**config.mk**
```make
export PLATFORM = sky130hd
export DESIGN_NAME = sync_fifo_flags_flat
export DESIGN_NICKNAME = d
export VERILOG_FILES = /design/src/rtl/sync_fifo_flags_pkg.sv /design/src/rtl/sync_fifo_flags_if.sv /design/src/rtl/fifo_mem_2p.sv /design/src/rtl/sync_fifo_flags.sv /design/src/flat_wrapper.sv
export SDC_FILE = /design/constraint.sdc
export NUM_CORES = 1
export LEC_CHECK = 0
export ABC_AREA = 1
export CAP_MARGIN = 20
export CELL_PAD_IN_SITES_DETAIL_PLACEMENT = 1
export CELL_PAD_IN_SITES_GLOBAL_PLACEMENT = 2
export CORE_UTILIZATION = 35
export CTS_CLUSTER_SIZE = 40
export DETAILED_ROUTE_END_ITERATION = 7
export PLACE_DENSITY_LB_ADDON = 0.1
export SLEW_MARGIN = 20
export SYNTH_ARGS = -nofsm -noshare
export SYNTH_HDL_FRONTEND = slang
export SYNTH_SLANG_ARGS = --single-unit
```
**constraint.sdc**
```tcl
create_clock -name clk -period 8.1 [get_ports clk]
set_input_delay 0.81 -clock clk [delete_from_list [all_inputs] [get_ports clk]]
set_output_delay 0.81 -clock clk [all_outputs]
set_load 0.03 [all_outputs]
```
**src/rtl/sync_fifo_flags_pkg.sv**
```systemverilog
// Shared helpers for the single-clock flagged FIFO.
// Holds the depth derivation and a clog2-style width helper.
package fifo_pkg;

    function automatic int depth_of(input int asize);
        return 1 << asize;
    endfunction

    function automatic int clog2(input int value);
        int w;
        w = 0;
        while ((1 << w) < value) w++;
        return (w == 0) ? 1 : w;
    endfunction

endpackage

```
**src/rtl/sync_fifo_flags_if.sv**
```systemverilog
// Data/flag bundle between a FIFO user and sync_fifo_flags.
// The user drives requests through master; the FIFO answers through slave.
interface sync_fifo_flags_if #(
    parameter int DSIZE = 8,
    parameter int ASIZE = 4
);
    logic [DSIZE-1:0] wdata;
    logic             winc;
    logic             rinc;
    logic             clr_err;
    logic [DSIZE-1:0] rdata;
    logic             wfull;
    logic             rempty;
    logic             walmost_full;
    logic             ralmost_empty;
    logic [ASIZE:0]   count;
    logic             overflow;
    logic             underflow;

    modport master (
        output wdata, winc, rinc, clr_err,
        input  rdata, wfull, rempty, walmost_full,
        input  ralmost_empty, count, overflow, underflow
    );

    modport slave (
        input  wdata, winc, rinc, clr_err,
        output rdata, wfull, rempty, walmost_full,
        output ralmost_empty, count, overflow, underflow
    );
endinterface

```
**src/rtl/fifo_mem_2p.sv**
```systemverilog
// DEPTH x DSIZE register array: synchronous write port,
// asynchronous read port. Contents are deliberately not reset.
module fifo_mem_2p
    import fifo_pkg::*;
#(
    parameter int DSIZE = 8,
    parameter int DEPTH = 16,
    parameter int AW    = clog2(DEPTH)
) (
    input  logic             clk,
    input  logic             we,
    input  logic [AW-1:0]    waddr,
    input  logic [DSIZE-1:0] wdata,
    input  logic [AW-1:0]    raddr,
    output logic [DSIZE-1:0] rdata
);

    logic [DSIZE-1:0] mem [DEPTH];

    always_ff @(posedge clk) begin
        if (we) mem[waddr] <= wdata;
    end

    assign rdata = mem[raddr];

endmodule

```
**src/rtl/sync_fifo_flags.sv**
```systemverilog
// Single-clock FIFO with watermarks, occupancy count, sticky
// overflow/underflow flags and optional first-word-fall-through.
module sync_fifo_flags
    import fifo_pkg::*;
#(
    parameter int DSIZE     = 8,
    parameter int ASIZE     = 4,
    parameter int AFULL_TH  = depth_of(ASIZE) - 2,
    parameter int AEMPTY_TH = 2,
    parameter bit FWFT      = 1'b0
) (
    input  logic            clk,
    input  logic            rst_n,
    sync_fifo_flags_if.slave bus
);

    localparam int DEPTH = depth_of(ASIZE);
    localparam logic [ASIZE:0] FULL_CNT = (ASIZE+1)'(DEPTH);
    localparam logic [ASIZE:0] AF_CNT   = (ASIZE+1)'(AFULL_TH);
    localparam logic [ASIZE:0] AE_CNT   = (ASIZE+1)'(AEMPTY_TH);

    logic [ASIZE:0]   wptr;
    logic [ASIZE:0]   rptr;
    logic [ASIZE:0]   cnt;
    logic             full;
    logic             empty;
    logic             wr_en;
    logic             rd_en;
    logic [DSIZE-1:0] mem_rd;
    logic [DSIZE-1:0] rdata_q;
    logic             ovf_q;
    logic             unf_q;

    // MSB of the pointers separates full from empty once they wrap
    assign cnt   = wptr - rptr;
    assign full  = (cnt == FULL_CNT);
    assign empty = (cnt == '0);
    assign wr_en = bus.winc && !full;
    assign rd_en = bus.rinc && !empty;

    fifo_mem_2p #(
        .DSIZE (DSIZE),
        .DEPTH (DEPTH),
        .AW    (ASIZE)
    ) u_mem (
        .clk   (clk),
        .we    (wr_en),
        .waddr (wptr[ASIZE-1:0]),
        .wdata (bus.wdata),
        .raddr (rptr[ASIZE-1:0]),
        .rdata (mem_rd)
    );

    always_ff @(posedge clk or negedge rst_n) begin
        if (!rst_n) begin
            wptr    <= '0;
            rptr    <= '0;
            rdata_q <= '0;
            ovf_q   <= 1'b0;
            unf_q   <= 1'b0;
        end else begin
            if (wr_en) wptr <= wptr + 1'b1;
            if (rd_en) begin
                rptr    <= rptr + 1'b1;
                rdata_q <= mem_rd;
            end
            // a new error event wins over a clear in the same cycle
            if (bus.winc && full)    ovf_q <= 1'b1;
            else if (bus.clr_err)    ovf_q <= 1'b0;
            if (bus.rinc && empty)   unf_q <= 1'b1;
            else if (bus.clr_err)    unf_q <= 1'b0;
        end
    end

    generate
        if (FWFT) begin : g_fwft
            assign bus.rdata = empty ? '0 : mem_rd;
        end else begin : g_std
            assign bus.rdata = rdata_q;
        end
    endgenerate

    assign bus.wfull         = full;
    assign bus.rempty        = empty;
    assign bus.walmost_full  = (cnt >= AF_CNT);
    assign bus.ralmost_empty = (cnt <= AE_CNT);
    assign bus.count         = cnt;
    assign bus.overflow      = ovf_q;
    assign bus.underflow     = unf_q;

endmodule

```
**src/flat_wrapper.sv**
```systemverilog
// flat-port wrapper written by rule: the top's interface ports become plain ports
module sync_fifo_flags_flat import fifo_pkg::*;
#(
    parameter int DSIZE     = 8,
    parameter int ASIZE     = 4,
    parameter int AFULL_TH  = depth_of(ASIZE) - 2,
    parameter int AEMPTY_TH = 2,
    parameter bit FWFT      = 1'b0
)
  (clk, rst_n, bus_wdata, bus_winc, bus_rinc, bus_clr_err, bus_rdata, bus_wfull, bus_rempty, bus_walmost_full, bus_ralmost_empty, bus_count, bus_overflow, bus_underflow);
  sync_fifo_flags_if #(.DSIZE(DSIZE), .ASIZE(ASIZE)) bus_i ();
  input  logic clk;
  input  logic rst_n;
  input wire logic [$bits(bus_i.wdata)-1:0] bus_wdata;
  input wire logic [$bits(bus_i.winc)-1:0] bus_winc;
  input wire logic [$bits(bus_i.rinc)-1:0] bus_rinc;
  input wire logic [$bits(bus_i.clr_err)-1:0] bus_clr_err;
  output wire logic [$bits(bus_i.rdata)-1:0] bus_rdata;
  output wire logic [$bits(bus_i.wfull)-1:0] bus_wfull;
  output wire logic [$bits(bus_i.rempty)-1:0] bus_rempty;
  output wire logic [$bits(bus_i.walmost_full)-1:0] bus_walmost_full;
  output wire logic [$bits(bus_i.ralmost_empty)-1:0] bus_ralmost_empty;
  output wire logic [$bits(bus_i.count)-1:0] bus_count;
  output wire logic [$bits(bus_i.overflow)-1:0] bus_overflow;
  output wire logic [$bits(bus_i.underflow)-1:0] bus_underflow;
  assign bus_i.wdata = bus_wdata;
  assign bus_i.winc = bus_winc;
  assign bus_i.rinc = bus_rinc;
  assign bus_i.clr_err = bus_clr_err;
  assign bus_rdata = bus_i.rdata;
  assign bus_wfull = bus_i.wfull;
  assign bus_rempty = bus_i.rempty;
  assign bus_walmost_full = bus_i.walmost_full;
  assign bus_ralmost_empty = bus_i.ralmost_empty;
  assign bus_count = bus_i.count;
  assign bus_overflow = bus_i.overflow;
  assign bus_underflow = bus_i.underflow;
  sync_fifo_flags #(.DSIZE(DSIZE), .ASIZE(ASIZE), .AFULL_TH(AFULL_TH), .AEMPTY_TH(AEMPTY_TH), .FWFT(FWFT)) u_core (.clk(clk), .rst_n(rst_n), .bus(bus_i));
endmodule
```
==> results of run 1 <==
path summary, 6_finish.rpt:
kind | slack [ns] | to
setup / recovery | 3.31 | bus_rempty
hold / removal | 0.35 | u_core.bus.rdata[0]$_DFFE_PN0P_
setup reg to reg | 3.95 | u_core.u_mem.mem[10][1]$_DFFE_PP_
hold reg to reg | 0.47 | u_core.bus.rdata[6]$_DFFE_PN0P_
max in group asynchronous | 7.38 | u_core.rptr[0]$_DFFE_PN0P_
min in group clk | 0.47 | u_core.bus.rdata[6]$_DFFE_PN0P_
power breakdown:
group | total [mW] | switching, mW | leakage, nW | internal [mW]
registers | 1.02 | 0.0767 | 1.41 | 0.940
logic | 1.43 | 0.983 | 1.76 | 0.451
clock network | 0.755 | 0.318 | 0.278 | 0.437
logic make-up after synthesis:
group / after synthesis / share of synthesized area (%)
DFF: 148 / 62.5
buffers and inverters: 168 / 9.83
and+or+nand+nor: 368 / 24.3
xor gates and xnor gates: 7 / 0.991
adders and majority gates: 10 / 1.91
AOI/OAI and AO/OA: 6 / 0.468
state kept, by name, indices dropped and copies added (netlist names):
name,flops
u_core.bus.rdata,8
u_core.wptr,5
u_core.bus.overflow,1
u_core.rptr,5
u_core.bus.underflow,1
u_core.u_mem.mem,128
Yosys cell counts:
master    number
o22ai_1        2
xor2_2         1
inv_1        133
inv_2          3
o21ai_0        1
ha_1           9
or2_2         16
clkinv_1       1
nand3_1      140
buf_6          4
nand3_4        1
buf_4          2
nand2_4        1
fa_1           1
nor2_1        11
edfxtp_1     128
nor2_2        10
buf_2         12
nand2_1      180
nor2_4         1
dfrtp_1       20
clkbuf_1      12
nand2_2        7
a21oi_1        3
buf_1          1
nand4_4        1
xor2_1         6
worst max-delay path, stage by stage, from the launching register on:
cell and delay, ns:
dfrtp_1 0.80, clkinv_1 0.66, ha_1 0.58, a21oi_1 0.22
nand3_1 0.09, nand2_1 0.13, nand4_4 0.27, inv_1 0.12
clkdlybuf4s50_1 0.67
cell type report:
cell class	count	area share, %
clock inverters	10	0.843
inverters	137	6.42
clock buffers	22	6.20
repair buffers	35	4.19
multi-input cells	391	24.0
well taps	265	4.14
flip-flops and latches	148	54.2
routing by layer:
| metal | share of wire (%) | vias up | routed length, µm | GRT usage (%) |
|---|---|---|---|---|
| met4 | 1.6 | 0 | 314 | 6.90 |
| met5 | 0 | - | 0 | 0 |
| met2 | 46 | 74 | 8730 | 31.3 |
| met3 | 3.8 | 20 | 719 | 3.59 |
| li1 | - | 2309 | - | - |
| met1 | 49 | 2346 | 9370 | 29.2 |
per-stage QoR:
stage | power (mW) | worst slack [ns] | utilization, %
after floorplan | 1.98 | 4.82 | -
final | 3.21 | 3.31 | 41.2
after CTS | 3.24 | 3.26 | 41.2
after global placement | 2.46 | 3.81 | 38.3
after global routing | 3.41 | 3.00 | 41.2
after detailed placement | 2.48 | 3.73 | 38.3
==> results.sh, run 1 <==
export IMPL_run_status="finished clean"
export IMPL_drt_initial_drc_count=412
export IMPL_dp_cells=976
export IMPL_maxCapViolCount=0
export IMPL_mostFrequentLayoutCell="nand2_1"
export IMPL_power_density_nw_per_um2=400
export IMPL_r2r_start="u_core.rptr[2]$_DFFE_PN0P_"
export IMPL_timing_hold_violations_final=0
export IMPL_cts_tree="done"
export IMPL_leakagePower_nw=3.45
export IMPL_rsz0062_at_grt="no"
export IMPL_grt_antenna_before_repair=0
export IMPL_cts_root_buffer="clkbuf_16"
export IMPL_initial_core_util_pct=35.7
export IMPL_cts_resized=0
export IMPL_holdWs_ns=0.350
export IMPL_io_pins=32
export IMPL_fp_row_count=51
export IMPL_worstPathRequired_ns=7.29
export IMPL_setup_viol=0
export IMPL_tns_ns=0
export IMPL_ys_seq_area_share_pct=62.5
export IMPL_fin_area_um2=8010
export IMPL_layout_nets=753
export IMPL_skew_ns=0.00768
export IMPL_htreeDepth=4
export IMPL_synth_cells=707
export IMPL_period_needed_ns=4.79
export IMPL_clock_sinks=148
export IMPL_critPathLaunch="u_core.rptr[2]$_DFFE_PN0P_"
export IMPL_reg2regPathDepth=9
export IMPL_clockBufferDepth=2
export IMPL_grt_pass1_wl_um=29500
export IMPL_synth_cell_type_count=27
export IMPL_tightest_slew_ns=1.02
export IMPL_grt_usage_pct=20.4
export IMPL_wl_um=19100
export IMPL_drive_above_1_share_pct=10.4
export IMPL_n_antenna_cell=0
export IMPL_syn_area_per_cell_um2=9.83
export IMPL_arrival_ns=3.98
export IMPL_irDropWorstVdd_uv=223
export IMPL_dp_hpwl_um=12600
export IMPL_area_growth_syn_to_layout_pct=15.3
export IMPL_num_vias=4749
export IMPL_port_buffer_count=31
export IMPL_insertion_delay_ns=0.43
export IMPL_routabilityCongestion=0.826
export IMPL_overflow=0
export IMPL_fp_dieArea_um2=20400
export IMPL_multiInputGateArea_um2=1920
export IMPL_fmax_mhz=209
export IMPL_hp_class="primary input to asynchronous set/reset pin"
export IMPL_fp_coreArea_um2=19500
export IMPL_finalMaxSlewViolations=0
export IMPL_drc=0
export IMPL_relSlewSlack_pct=31.9
export IMPL_syn_area_um2=6950
export IMPL_fp_dieH_um=143
export IMPL_start_kind="flip-flop"
export IMPL_cts_setup_buffers=0
export IMPL_cts_hold_buf=0
export IMPL_ant_nets=0
export IMPL_period_share_pct=59.2
export IMPL_dpl_cell_area_um2=7450
export IMPL_die_w_um=143
export IMPL_grt_pass1_vias=4963
export IMPL_synth_top_cell_area_share_pct=55.3
export IMPL_fill_cells=2181
export IMPL_synth_seq_cells=148
export IMPL_ys_warn_count=0
export IMPL_yosys_area_top_type="edfxtp_1"
export IMPL_drt_pass1_iter_count=7
export IMPL_worstPathMaxFanout=21
export IMPL_synth_nets=730
export IMPL_register_area_um2=4350
export IMPL_numCtsBuffers=17
export IMPL_grt_max_degree=85
export IMPL_path_clk_slew_ns=0.06
export IMPL_final_cell_mix="180 x nand2_1, 140 x nand3_1, 133 x inv_1, 128 x edfxtp_1, 30 x clkdlybuf4s50_1"
export IMPL_netlist_top_cells_area="edfxtp_1 55%, nand3_1 10%, nand2_1 9.7%"
export IMPL_crit_path_end_kind="primary output"
export IMPL_viasPerCell=4.71
export IMPL_fin_cells=1008
export IMPL_crit_type="flip-flop to primary output"
export IMPL_wl_per_cell_um=19.0
(Power assumes the default switching activity.)
==> run 2: changes to the inputs <==
==> constraint.sdc (replaced) <==
create_clock -name clk -period 3.9 [get_ports clk]
set_input_delay 0.39 -clock clk [delete_from_list [all_inputs] [get_ports clk]]
set_output_delay 0.39 -clock clk [all_outputs]
set_load 0.03 [all_outputs]
==> run 2 against run 1 <==
  * Register-to-register slack got worse by 3.3 ns
  * Non-clock buffer count rose by 4
  * Critical endpoint is now u_core.u_mem.mem[14][3]$_DFFE_PP_
  * Worst hold slack improved by 0.12 ns
  * Total power grew 110%
  * Sequential cell count unchanged
  * Cell count is 0.40% higher
  * Global-route usage up 0.29 points
  * First-iteration DRC count decreased by 30%
==> results.sh, run 2 (same netlist as run 1, synthesis figures left out) <==
export IMPL_irDropWorstVdd_uv=715
export IMPL_fin_cells=1012
export IMPL_crit_path_top_delay_cell="nor2_1"
export IMPL_clock_sinks=148
export IMPL_n_antenna_cell=0
export IMPL_fp_row_count=51
export IMPL_rsz0062_at_grt="no"
export IMPL_grt_usage_pct=20.7
export IMPL_area_growth_syn_to_layout_pct=15.8
export IMPL_drt_initial_drc_count=288
export IMPL_fmax_mhz=310
export IMPL_regMostFlops="u_core.u_mem.mem"
export IMPL_multiInputGateArea_um2=1920
export IMPL_worstPathRequired_ns=3.94
export IMPL_mostFrequentLayoutCell="nand2_1"
export IMPL_clockBufferDepth=2
export IMPL_grt_pass1_vias=4929
export IMPL_internal_power_mw=3.82
export IMPL_dpl_cell_area_um2=7460
export IMPL_grt_antenna_before_repair=1
export IMPL_clkPwrFrac_pct=23.9
export IMPL_worstPathMaxFanout=19
export IMPL_leakagePower_nw=3.47
export IMPL_overflow=0
export IMPL_dp_cells=979
export IMPL_grt_max_degree=84
export IMPL_layout_nets=757
export IMPL_wl_um=19500
export IMPL_setup_viol=0
export IMPL_insertion_delay_ns=0.42
export IMPL_hp_class="flip-flop to flip-flop"
export IMPL_num_vias=4762
export IMPL_run_status="finished clean"
export IMPL_relSlewSlack_pct=26.9
export IMPL_power_density_nw_per_um2=835
export IMPL_fp_dieH_um=143
export IMPL_period_share_pct=82.8
export IMPL_start_kind="flip-flop"
export IMPL_tns_ns=0
export IMPL_tightest_slew_ns=1.10
export IMPL_drc=0
export IMPL_finalPower_mw=6.71
export IMPL_fp_coreArea_um2=19500
export IMPL_ant_nets=0
export IMPL_combPwrFrac_pct=45.2
export IMPL_wl_per_cell_um=19.3
export IMPL_skew_ns=0.0102
export IMPL_cp_num_buf_inv=3
export IMPL_crit_path_end_kind="flip-flop"
export IMPL_io_pins=32
export IMPL_final_cell_mix="180 x nand2_1, 140 x nand3_1, 133 x inv_1, 128 x edfxtp_1, 24 x clkdlybuf4s50_1"
export IMPL_drive_above_1_share_pct=11.4
export IMPL_port_buffer_count=31
export IMPL_drt_pass1_iter_count=4
export IMPL_fp_dieArea_um2=20400
export IMPL_path_clk_slew_ns=0.06
export IMPL_register_area_um2=4350
export IMPL_cts_resized=0
export IMPL_initial_core_util_pct=35.7
export IMPL_cts_tree="done"
export IMPL_viasPerCell=4.71
export IMPL_p_switching_mw=2.89
export IMPL_cts_root_buffer="clkbuf_16"
export IMPL_timing_hold_violations_final=0
export IMPL_numCtsBuffers=17
export IMPL_arrival_ns=3.27
export IMPL_seqPwrFrac_pct=30.9
export IMPL_switching_share_pct=43.0
export IMPL_largest_register_ffs=128
export IMPL_finalMaxSlewViolations=0
export IMPL_die_w_um=143
export IMPL_grt_pass1_wl_um=29900
export IMPL_fill_cells=2222
export IMPL_final_util_pct=41.3
export IMPL_period_needed_ns=3.23
export IMPL_fin_area_um2=8040
export IMPL_dp_hpwl_um=13100
export IMPL_worstPathCellList="inv_1, ha_1, inv_1, fa_1, nand3_1, nand3_1, nand2_2, inv_2, nand3_4, nand2_2, nor2_1"
export IMPL_routabilityCongestion=0.816
export IMPL_crit_type="flip-flop to flip-flop"
export IMPL_slowest_delay_ns=0.68
export IMPL_critPathTopFamily="simple AND/OR/NAND/NOR gates"
export IMPL_maxCapViolCount=0
export IMPL_htreeDepth=4
## run 2: changes by cell type in the layout (fill, tap and decap cells not counted), moves of 3 or more
cell	delta
clkdlybuf4s50_1	-6
clkinv_1	+3
inv_6	+4
inv_4	-4
buf_4	+9
## run 2: final timing paths
kind                                                  from                                 to  slack [ns]  cells past startpoint
min in group asynchronous                            rst_n    u_core.bus.rdata[2]$_DFFE_PN0P_        0.48                      2
max in group asynchronous                            rst_n         u_core.rptr[0]$_DFFE_PN0P_        3.03                      2
min reg2reg                u_core.bus.rdata[6]$_DFFE_PN0P_    u_core.bus.rdata[6]$_DFFE_PN0P_        0.47                      2
max reg2reg                     u_core.wptr[0]$_DFFE_PN0P_  u_core.u_mem.mem[14][3]$_DFFE_PP_        0.67                     11
min                        u_core.bus.rdata[6]$_DFFE_PN0P_    u_core.bus.rdata[6]$_DFFE_PN0P_        0.47                      2
max                             u_core.wptr[0]$_DFFE_PN0P_  u_core.u_mem.mem[14][3]$_DFFE_PP_        0.67                     11
## run 2: what timing repair did
item / CTS / global route
endpoints found under the setup margin: 0 / 0
setup buffers: 0 / 0
endpoints found under the hold margin: 0 / 20
hold buffers: 0 / 1
## run 2: cell type report
cell class | count | area share (%)
clock inverter | 15 | 1.90
clock buffer | 17 | 5.29
multi-input combinational | 391 | 23.9
inverter | 137 | 6.39
sequential | 148 | 54.0
timing repair buffer | 39 | 4.39
tap | 265 | 4.12
## run 2: metal layers
layer,wire (µm),share of wire [%],global-route usage [%],vias to the layer above
met3,774,4.0,3.25,14
li1,-,-,-,2317
met2,9230,47,33.3,77
met4,174,0.89,5.32,0
met1,9340,48,29.2,2354
met5,0,0,0,-
## run 2: through the flow
stage	hold WS, ns	setup WS, ns
after floorplan	0.0944	1.04
after global placement	0.456	0.742
after detailed placement	0.462	0.660
after CTS	0.477	0.636
after global routing	0.499	0.380
final	0.472	0.671
## run 2: power groups by stage
stage / sequential (mW) / clock, mW / combinational [mW]
CTS: 2.08 / 1.63 / 3.09
global route: 2.10 / 1.69 / 3.34
detailed placement: 2.11 / 0 / 3.08
global placement: 2.09 / 0 / 3.04
floorplan: 2.16 / 0 / 1.95
finish: 2.07 / 1.60 / 3.04
## run 2: worst min-delay path, stage by stage (launching register included)
cell and delay, ns:
dfrtp_1 0.34, nand2_1 0.05, nand2_1 0.05
